[config.mk]
export PLATFORM = sky130hd
export DESIGN_NAME = frame_draw_scheduler
export DESIGN_NICKNAME = d
export VERILOG_FILES = /design/src/rtl/frame_draw_scheduler_pkg.sv /design/src/rtl/next_client_sel.sv /design/src/rtl/frame_draw_scheduler.sv
export SDC_FILE = /design/constraint.sdc
export NUM_CORES = 1
export LEC_CHECK = 0
export CELL_PAD_IN_SITES_DETAIL_PLACEMENT = 0
export CELL_PAD_IN_SITES_GLOBAL_PLACEMENT = 1
export CORE_ASPECT_RATIO = 1.25
export CORE_MARGIN = 5
export CORE_UTILIZATION = 32
export CTS_CLUSTER_DIAMETER = 150
export DETAILED_ROUTE_END_ITERATION = 16
export GPL_TIMING_DRIVEN = 0
export PLACE_DENSITY = 0.87
export SYNTH_ARGS = -nofsm -noshare
export SYNTH_HDL_FRONTEND = slang
export SYNTH_HIERARCHICAL = 1
export SYNTH_SLANG_ARGS = --single-unit
[constraint.sdc]
create_clock -name clock -period 2.5 [get_ports clock]
set_clock_uncertainty 0.05 [all_clocks]
set_input_delay 0.25 -clock clock [delete_from_list [all_inputs] [get_ports clock]]
set_output_delay 0.25 -clock clock [all_outputs]
set_load 0.05 [all_outputs]
[src/rtl/frame_draw_scheduler_pkg.sv]
// Shared definitions for the per-frame draw scheduler: FSM state
// encoding, drawing-client index map and default screen geometry.
package frame_draw_scheduler_pkg;

    typedef enum logic [1:0] {
        IDLE    = 2'd0,
        LAUNCH  = 2'd1,
        RUN     = 2'd2,
        ADVANCE = 2'd3
    } state_t;

    localparam int CL_ERASE = 0;
    localparam int CL_ROAD  = 1;
    localparam int CL_OBST  = 2;
    localparam int CL_CAR   = 3;

    localparam int DEF_X_W      = 8;
    localparam int DEF_Y_W      = 7;
    localparam int DEF_COLOUR_W = 3;

endpackage

[src/rtl/next_client_sel.sv]
// Combinational next-client picker: returns the lowest set bit of mask
// strictly above cur_idx (or the lowest set bit at all when from_start).
// Ports: mask, cur_idx, from_start in; next_idx, valid out.
module next_client_sel
    import frame_draw_scheduler_pkg::*;
#(
    parameter int N     = 4,
    parameter int IDX_W = 2
) (
    input  logic [N-1:0]     mask,
    input  logic [IDX_W-1:0] cur_idx,
    input  logic             from_start,
    output logic [IDX_W-1:0] next_idx,
    output logic             valid
);

    // Scan downwards so the lowest qualifying index is the last one written.
    always_comb begin
        next_idx = '0;
        valid    = 1'b0;
        for (int i = N - 1; i >= 0; i--) begin
            if (mask[i] && (from_start || i > int'(cur_idx))) begin
                next_idx = IDX_W'(i);
                valid    = 1'b1;
            end
        end
    end

endmodule

[src/rtl/frame_draw_scheduler.sv]
// Per-frame sequencer/arbiter for the single VGA pixel-write port.
// Ports: clock/resetn; frame_tick, run_enable, client_en control;
// cl_start/cl_done/cl_plot/cl_x/cl_y/cl_colour client side;
// vga_* registered adapter writes; frame_busy, active_idx,
// overrun_cnt, timeout_flag status.
module frame_draw_scheduler
    import frame_draw_scheduler_pkg::*;
#(
    parameter int NUM_CLIENTS    = 4,
    parameter int X_W            = DEF_X_W,
    parameter int Y_W            = DEF_Y_W,
    parameter int COLOUR_W       = DEF_COLOUR_W,
    parameter int TIMEOUT_CYCLES = 20000,
    localparam int IDX_W = (NUM_CLIENTS > 1) ? $clog2(NUM_CLIENTS) : 1
) (
    input  logic                            clock,
    input  logic                            resetn,
    input  logic                            frame_tick,
    input  logic                            run_enable,
    input  logic [NUM_CLIENTS-1:0]          client_en,
    output logic [NUM_CLIENTS-1:0]          cl_start,
    input  logic [NUM_CLIENTS-1:0]          cl_done,
    input  logic [NUM_CLIENTS-1:0]          cl_plot,
    input  logic [NUM_CLIENTS*X_W-1:0]      cl_x,
    input  logic [NUM_CLIENTS*Y_W-1:0]      cl_y,
    input  logic [NUM_CLIENTS*COLOUR_W-1:0] cl_colour,
    output logic                            vga_plot,
    output logic [X_W-1:0]                  vga_x,
    output logic [Y_W-1:0]                  vga_y,
    output logic [COLOUR_W-1:0]             vga_colour,
    output logic                            frame_busy,
    output logic [IDX_W-1:0]                active_idx,
    output logic [7:0]                      overrun_cnt,
    output logic                            timeout_flag
);

    localparam int WD_W = (TIMEOUT_CYCLES > 1) ? $clog2(TIMEOUT_CYCLES) : 1;

    state_t                 state;
    state_t                 state_n;
    logic [NUM_CLIENTS-1:0] mask_q;
    logic [IDX_W-1:0]       idx_q;
    logic [WD_W-1:0]        wdog;

    logic                   sel_first;
    logic [NUM_CLIENTS-1:0] sel_mask;
    logic [IDX_W-1:0]       sel_idx;
    logic                   sel_valid;
    logic                   act_done;
    logic                   wd_expire;
    logic                   start_frame;

    // One selector serves both the frame start (fresh client_en, search
    // from the bottom) and the advance step (latched mask, above idx).
    assign sel_first = (state == IDLE);
    assign sel_mask  = sel_first ? client_en : mask_q;

    next_client_sel #(
        .N     (NUM_CLIENTS),
        .IDX_W (IDX_W)
    ) u_sel (
        .mask       (sel_mask),
        .cur_idx    (idx_q),
        .from_start (sel_first),
        .next_idx   (sel_idx),
        .valid      (sel_valid)
    );

    assign act_done    = cl_done[idx_q];
    assign wd_expire   = (state == RUN) &&
                         (wdog == WD_W'(TIMEOUT_CYCLES - 1));
    assign start_frame = (state == IDLE) && frame_tick &&
                         run_enable && sel_valid;

    always_comb begin
        state_n    = state;
        cl_start   = '0;
        frame_busy = (state != IDLE);
        active_idx = (state == IDLE) ? '0 : idx_q;
        unique case (state)
            IDLE:    if (start_frame) state_n = LAUNCH;
            LAUNCH: begin
                cl_start[idx_q] = 1'b1;
                state_n         = RUN;
            end
            RUN:     if (act_done || wd_expire) state_n = ADVANCE;
            ADVANCE: state_n = sel_valid ? LAUNCH : IDLE;
            default: state_n = IDLE;
        endcase
    end

    always_ff @(posedge clock) begin
        if (!resetn) begin
            state        <= IDLE;
            mask_q       <= '0;
            idx_q        <= '0;
            wdog         <= '0;
            timeout_flag <= 1'b0;
            overrun_cnt  <= 8'd0;
            vga_plot     <= 1'b0;
            vga_x        <= '0;
            vga_y        <= '0;
            vga_colour   <= '0;
        end else begin
            state <= state_n;
            if (start_frame) begin
                mask_q <= client_en;
                idx_q  <= sel_idx;
            end
            if (state == ADVANCE && sel_valid) idx_q <= sel_idx;

            if (state == LAUNCH)   wdog <= '0;
            else if (state == RUN) wdog <= wdog + 1'b1;

            // A genuine done on the last watchdog cycle is not an abort.
            if (wd_expire && !act_done) timeout_flag <= 1'b1;

            // Any tick outside IDLE is dropped, including the final
            // ADVANCE cycle: ticks are never queued.
            if (frame_tick && state != IDLE && overrun_cnt != 8'hFF)
                overrun_cnt <= overrun_cnt + 8'd1;

            if (state == RUN) begin
                vga_plot   <= cl_plot[idx_q];
                vga_x      <= cl_x[int'(idx_q)*X_W +: X_W];
                vga_y      <= cl_y[int'(idx_q)*Y_W +: Y_W];
                vga_colour <= cl_colour[int'(idx_q)*COLOUR_W +: COLOUR_W];
            end else begin
                vga_plot <= 1'b0;
            end
        end
    end

endmodule

==> impl_metrics.json <==
{
  "final-max-slew-violation-count": 0,
  "synth.largest_area_cell": "dfxtp_1",
  "drtIter0Drc": 76,
  "nNetsFinal": 513,
  "worstSetupPathType": "reg -> out",
  "critPathCaptureType": "primary output",
  "htreeDepth": 2,
  "synthTopCellsByArea": "dfxtp_1 (35%), mux4_2 (15%), mux2i_1 (9.6%)",
  "dr_total_vias": 2599,
  "area_growth_pct": 53.66,
  "syn_inst": 289,
  "hp-class": "reg -> reg",
  "fill_cells": 856,
  "syn_area_um2": 2924,
  "synth_fa_ha_area_share_pct": 2.995,
  "max-slew-margin-rel_pct": 50.68,
  "viasPerCell": 4.804,
  "start_kind": "register",
  "synth-edff-count": 0,
  "gr-usage-all-layers_pct": 14.87,
  "initial_core_util_pct": 32.39,
  "hold_violations": 0,
  "grt_pass1_vias": 2692,
  "finish.utilization_pct": 49.77,
  "final_cells": 541,
  "worstPathMaxFanout": 10,
  "firstDrtPassIters": 4,
  "min_period_over_period_pct": 92.28,
  "reg2reg_slack_ps": 220,
  "dp_cells": 534,
  "yosysTopAreaCellShare_pct": 34.92,
  "die_h_um": 116.9,
  "core_um2": 9027,
  "synth_simple_gate_area_share_pct": 20.92,
  "synth_top_family_by_area": "multiplexers",
  "synthArstFlopShare_pct": 0,
  "yosys-top-cells-count": "dfxtp_1 (51), nor2b_1 (29), mux2i_1 (28)",
  "antenna_cells": 0,
  "grt_max_degree": 16,
  "cts_sinks": 51,
  "synth.distinct_cells": 46,
  "worst_slew_pin_slew_ps": 739.9,
  "ys_seq_area_share_pct": 34.92,
  "synth_nets": 384,
  "gp_congestion": 0.7688,
  "wl_per_cell_um": 15.32,
  "ant_nets": 0,
  "cts-root-buf": "clkbuf_16",
  "synth-main-ff-cell": "dfxtp_1",
  "syn_area_per_cell_um2": 10.12,
  "clockBufferDepth": 2,
  "period_minus_slack_ps": 2307,
  "synth.most_common_cell": "dfxtp_1",
  "die_w_um": 95.50,
  "ctsHoldBuffers": 0,
  "die_area_um2": 11160,
  "rsz0062_at_grt": "no",
  "clkTransAtPathRegs_ps": 70,
  "status": "finished clean",
  "setup_viol": 0,
  "synth-seq-cells": 51,
  "insertion_delay_ps": 290,
  "io_buffers": 122,
  "worstPathRequired_ps": 2200,
  "pin_count": 123,
  "cts_buffers": 5,
  "post-route-drc-count": 0,
  "rows": 39,
  "synth-xor-area-share_pct": 3.594,
  "grt_pass1_wl_um": 13030,
  "drv_cap": 0,
  "max_freq_ghz": 0.4334,
  "ir_worst_vdd_uv": 406.2,
  "grt_overflow": 0,
  "antenna_found_initial": 0,
  "hpwl_um": 6577,
  "power_leakage_nw": 1.580,
  "finalWirelength_um": 8286,
  "drive_gt1_share_pct": 11.72,
  "power_density_nw_per_um2": 738.5,
  "worstPathArrival_ps": 2010,
  "synth_mux_area_share_pct": 26.91,
  "synth_compound_area_share_pct": 7.189,
  "synth_warnings": 6,
  "tritoncts": "built"
}
==> final cells by class <==
type | count | area (µm²) | area share (%)
flip-flops and latches | 51 | 1022 | 22.75
well taps | 123 | 153.9 | 3.425
clock inverters | 2 | 37.54 | 0.8354
multi-input cells | 213 | 1829 | 40.71
inverters | 9 | 33.78 | 0.7519
clock buffers | 5 | 125.1 | 2.785
plain buffers | 16 | 77.57 | 1.727
repair buffers | 122 | 1214 | 27.01
==> path summary, 6_finish.rpt <==
kind / endpoint / cells after the start / from
max: cl_start[3] / 4 / idx_q[0]$_SDFFE_PN0P_
min: wdog[14]$_SDFFE_PP0P_ / 2 / wdog[14]$_SDFFE_PP0P_
max reg2reg: mask_q[3]$_SDFFE_PN0P_ / 10 / state[1]$_SDFFE_PN0P_
min reg2reg: wdog[14]$_SDFFE_PP0P_ / 2 / wdog[14]$_SDFFE_PP0P_
==> state kept, by name, summed over array words and instances (netlist names), 2 cells and up <==
signal / cells
wdog: 15
overrun_cnt: 8
vga_x: 8
vga_y: 7
mask_q: 4
vga_colour: 3
idx_q: 2
state: 2
==> metrics by stage <==
step	area [µm²]	TNS [ps]	setup WS (ps)	power [mW]	hold WS, ps
floorplan	2924	0	213.1	2.051	366.2
global placement	4299	-1347	-150.0	2.515	423.6
detailed placement	4299	-1785	-209.3	2.535	442.0
CTS	4476	0	47.14	3.326	448.4
global route	4493	0	24.21	3.510	464.7
finish	4493	0	192.9	3.318	445.2
==> placed cells by master (no fill, tap or decap), types with 2 or more instances in the layout <==
cell type        Yosys  final
clkbuf_2             0      3
o21ai_0              4      3
inv_2                0      2
o2111ai_1            2      2
clkbuf_1            10      7
and2_1               5      5
nor2_1              17     17
nor4_1               2      2
a21oi_1              8      8
mux2i_1             28     28
or4_1                3      3
buf_2                3      2
nor3_1               5      5
dfxtp_1             51     50
and3_1               3      3
or3_1                5      5
nand2b_1             3      3
dlygate4sd2_1        0      6
a21boi_1             4      4
nand3_1              6      6
mux4_2              19     19
xnor2_1              7      7
clkdlybuf4s50_1      0    116
ha_1                 7      6
nor2b_1             29     29
buf_1                2      2
mux2_2               6      6
xor2_1               5      5
nand4_1              7      7
nand2_1             17     16
inv_1                9      7
o21ai_1              3      3
clkbuf_16            0      5
==> cells by family (layout without fill, tap and decap cells) <==
family	count (synthesis)	in the layout
mux	54	54
flops	51	51
fa+ha+maj	7	7
compound gates	31	31
buf+inv	25	154
xor+xnor	12	12
simple gates	109	109
==> worst max-delay path: stages, from the launching register on <==
cell	delay [ps]
dfxtp_1	370
clkbuf_2	300
buf_2	330
and3_1	190
dlygate4sd2_1	530
==> report_power, final <==
part	total (mW)	switching, mW	internal, mW
Clock	0.764	0.297	0.467
Sequential	0.978	0.0713	0.907
Combinational	1.58	0.848	0.728
Total	3.32	1.22	2.10
==> metal layers <==
layer	vias up	part of all wire, %	wire length, µm	global-route usage (%)
met2	53	54	4489	28.44
met3	13	4.7	389	2.749
met5	-	0	0	0
met1	1224	39	3246	16.46
li1	1309	-	-	-
met4	0	1.9	161	4.554
==> what timing repair did <==
action                     in CTS  in global routing
setup buffers                   0                  0
setup endpoints to repair      15                 10
pin swaps                       2                  0
resized for setup              14                  6
Power figures use the tool's default switching activity.
==> edit, RTL diff (same settings) <==
Put a register stage on the output `cl_start`, with the module's reset. The value now appears one clock later. The other outputs are not delayed to match.
--- a/src/rtl/frame_draw_scheduler.sv
+++ b/src/rtl/frame_draw_scheduler.sv
@@ -37,2 +37,4 @@
     localparam int WD_W = (TIMEOUT_CYCLES > 1) ? $clog2(TIMEOUT_CYCLES) : 1;
+
+    logic [NUM_CLIENTS-1:0] cl_start_d;
 
@@ -76,3 +78,3 @@
         state_n    = state;
-        cl_start   = '0;
+        cl_start_d = '0;
         frame_busy = (state != IDLE);
@@ -82,3 +84,3 @@
             LAUNCH: begin
-                cl_start[idx_q] = 1'b1;
+                cl_start_d[idx_q] = 1'b1;
                 state_n         = RUN;
@@ -133,2 +135,10 @@
 
+    always_ff @(posedge clock) begin
+        if (!resetn) begin
+            cl_start <= '0;
+        end else begin
+            cl_start <= cl_start_d;
+        end
+    end
+
 endmodule
Check against the original RTL: not equivalent (Yosys sat finds a counterexample within 4 cycles, from zero or initial values and one cycle with resetn low).
==> edit against the original RTL <==
  * Design area rose by 0.14%
  * Sequential cell count rose by 4
  * Routed wire length decreased by 4.0%
  * Global-route usage down 0.71 points
  * Via count grew 1.7%
  * Sequential share of layout area increased by 1.7 points
  * Worst setup slack lost 0.0084 ns
  * Synthesized cell count rose by 1.0%
  * First-iteration DRC count increased by 14%
  * Highest routed layer unchanged
  * Synthesized area increased by 0.43%
  * Final cell count increased by 0.74%
  * Clock power grew 0.5%
  * Power up 11%
==> edit: results <==
group,metric,value,unit
status,run_status,"completed",
yosys,yosys-top-cells-area,"dfxtp_1 37%, mux4_2 15%, mux2i_1 9.2%",
routing,vias_per_cell,4.850,
critical_path,critical_path_arrival,2.41,ns
power,internal-power,2.319,mW
global_routing,grt_max_degree,20,
yosys,netlist-cell-type-count,44,
critical_path,reg2reg_depth,11,
cells_and_area,fillers,867,
routing,drtIter0Drc,87,
power,p_leak,1.638,nW
critical_path,rr_startpoint,"state[0]",
critical_path,timing_worst_setup_path_type,"reg -> reg",
timing,slew_headroom,61.93,%
hold_path,hold_start,"resetn",
routing,via_count,2643,
placement,portBuffers,121,
cells_and_area,fin_nets,517,
power,irDropWorstVdd,0.0004115,V
global_routing,track_usage,14.16,%
hold_path,hold_class,"in -> reg",
hold_path,whs_endpoint,"timeout_flag",
yosys,synthCells,292,
critical_path,rr_endpoint,"mask_q[1]",
placement,dpl_cell_area,4302,um2
critical_path,reg2reg_slack,0.18,ns
cells_and_area,drive_gt1_share,12.80,%
yosys,yosys-top-cells-count,"55 x dfxtp_1, 39 x nor2_1, 27 x mux2i_1",
placement,gp_congestion,0.7388,
timing,whs,0.3756,ns
yosys,syn_nets,387,
global_routing,grt_pass1_wl,12.49,mm
placement,placed_cells,536,
placement,dp_hpwl,6.467,mm
routing,wl,7.957,mm
==> edit: worst max-delay path: stages (launching register included) <==
cell and delay (ns):
dfxtp_1 0.36, inv_2 0.11, ha_4 0.18, buf_6 0.15
mux2_2 0.37, nor2_1 0.11, a2bb2oi_1 0.19, o21ai_1 0.13
nand4_1 0.13, buf_4 0.15, mux2i_1 0.18, nor2_1 0.06
==> edit: how the worst max path moves through the flow <==
stage | slack (ns) | to | depth (start not counted)
final | 0.18 | mask_q[1] | 11
after global routing | -0.005 | mask_q[0] | 11
after CTS | 0.001 | mask_q[1] | 11
after detailed placement | -0.25 | mask_q[1] | 10
after global placement | -0.22 | mask_q[3] | 10
after floorplan | 0.13 | mask_q[0] | 10
==> edit: what timing repair did <==
action | CTS | global route
resized for setup | 3 | 6
setup endpoints to repair | 10 | 9
pin swaps | 2 | 0
cloned | 0 | 0
hold buffers | 0 | 0
endpoints found under the hold margin | 0 | 0
setup buffers | 3 | 0
==> edit: power by group through the flow <==
| stage | clock network [mW] | logic (mW) | registers, mW |
|---|---|---|---|
| CTS | 0.789 | 1.83 | 1.08 |
| finish | 0.768 | 1.84 | 1.08 |
| global placement | 0 | 1.78 | 1.09 |
| global route | 0.820 | 1.99 | 1.10 |
| floorplan | 0 | 1.00 | 1.35 |
| detailed placement | 0 | 1.80 | 1.09 |
==> edit: layer usage <==
metal	vias up	GRT usage (%)	part of all wire, %
li1	1316	-	-
met1	1241	16.03	39
met2	80	25.70	53
met3	6	4.348	6.5
met4	0	3.605	1.3
met5	-	0	0
==> edit: cells by family (layout without fill, tap and decap cells) <==
logic type | Yosys count | after routing | synth area share (%)
fa+ha+maj | 7 | 7 | 2.982
simple gates | 108 | 108 | 19.30
buf+inv | 26 | 156 | 3.877
mux | 52 | 52 | 26.08
compound gates | 33 | 33 | 6.988
xor+xnor | 11 | 11 | 3.281
flops | 55 | 55 | 37.49
==> edit: final cells by class <==
| class | count | area [um2] | area share (%) |
|---|---|---|---|
| Multi-Input combinational cell | 211 | 1734 | 38.54 |
| Timing Repair Buffer | 124 | 1235 | 27.45 |
| Clock inverter | 1 | 30.03 | 0.6674 |
| Buffer | 17 | 86.33 | 1.919 |
| Sequential cell | 55 | 1101 | 24.47 |
| Clock buffer | 6 | 128.9 | 2.864 |
| Inverter | 8 | 30.03 | 0.6674 |
| Tap cell | 123 | 153.9 | 3.420 |
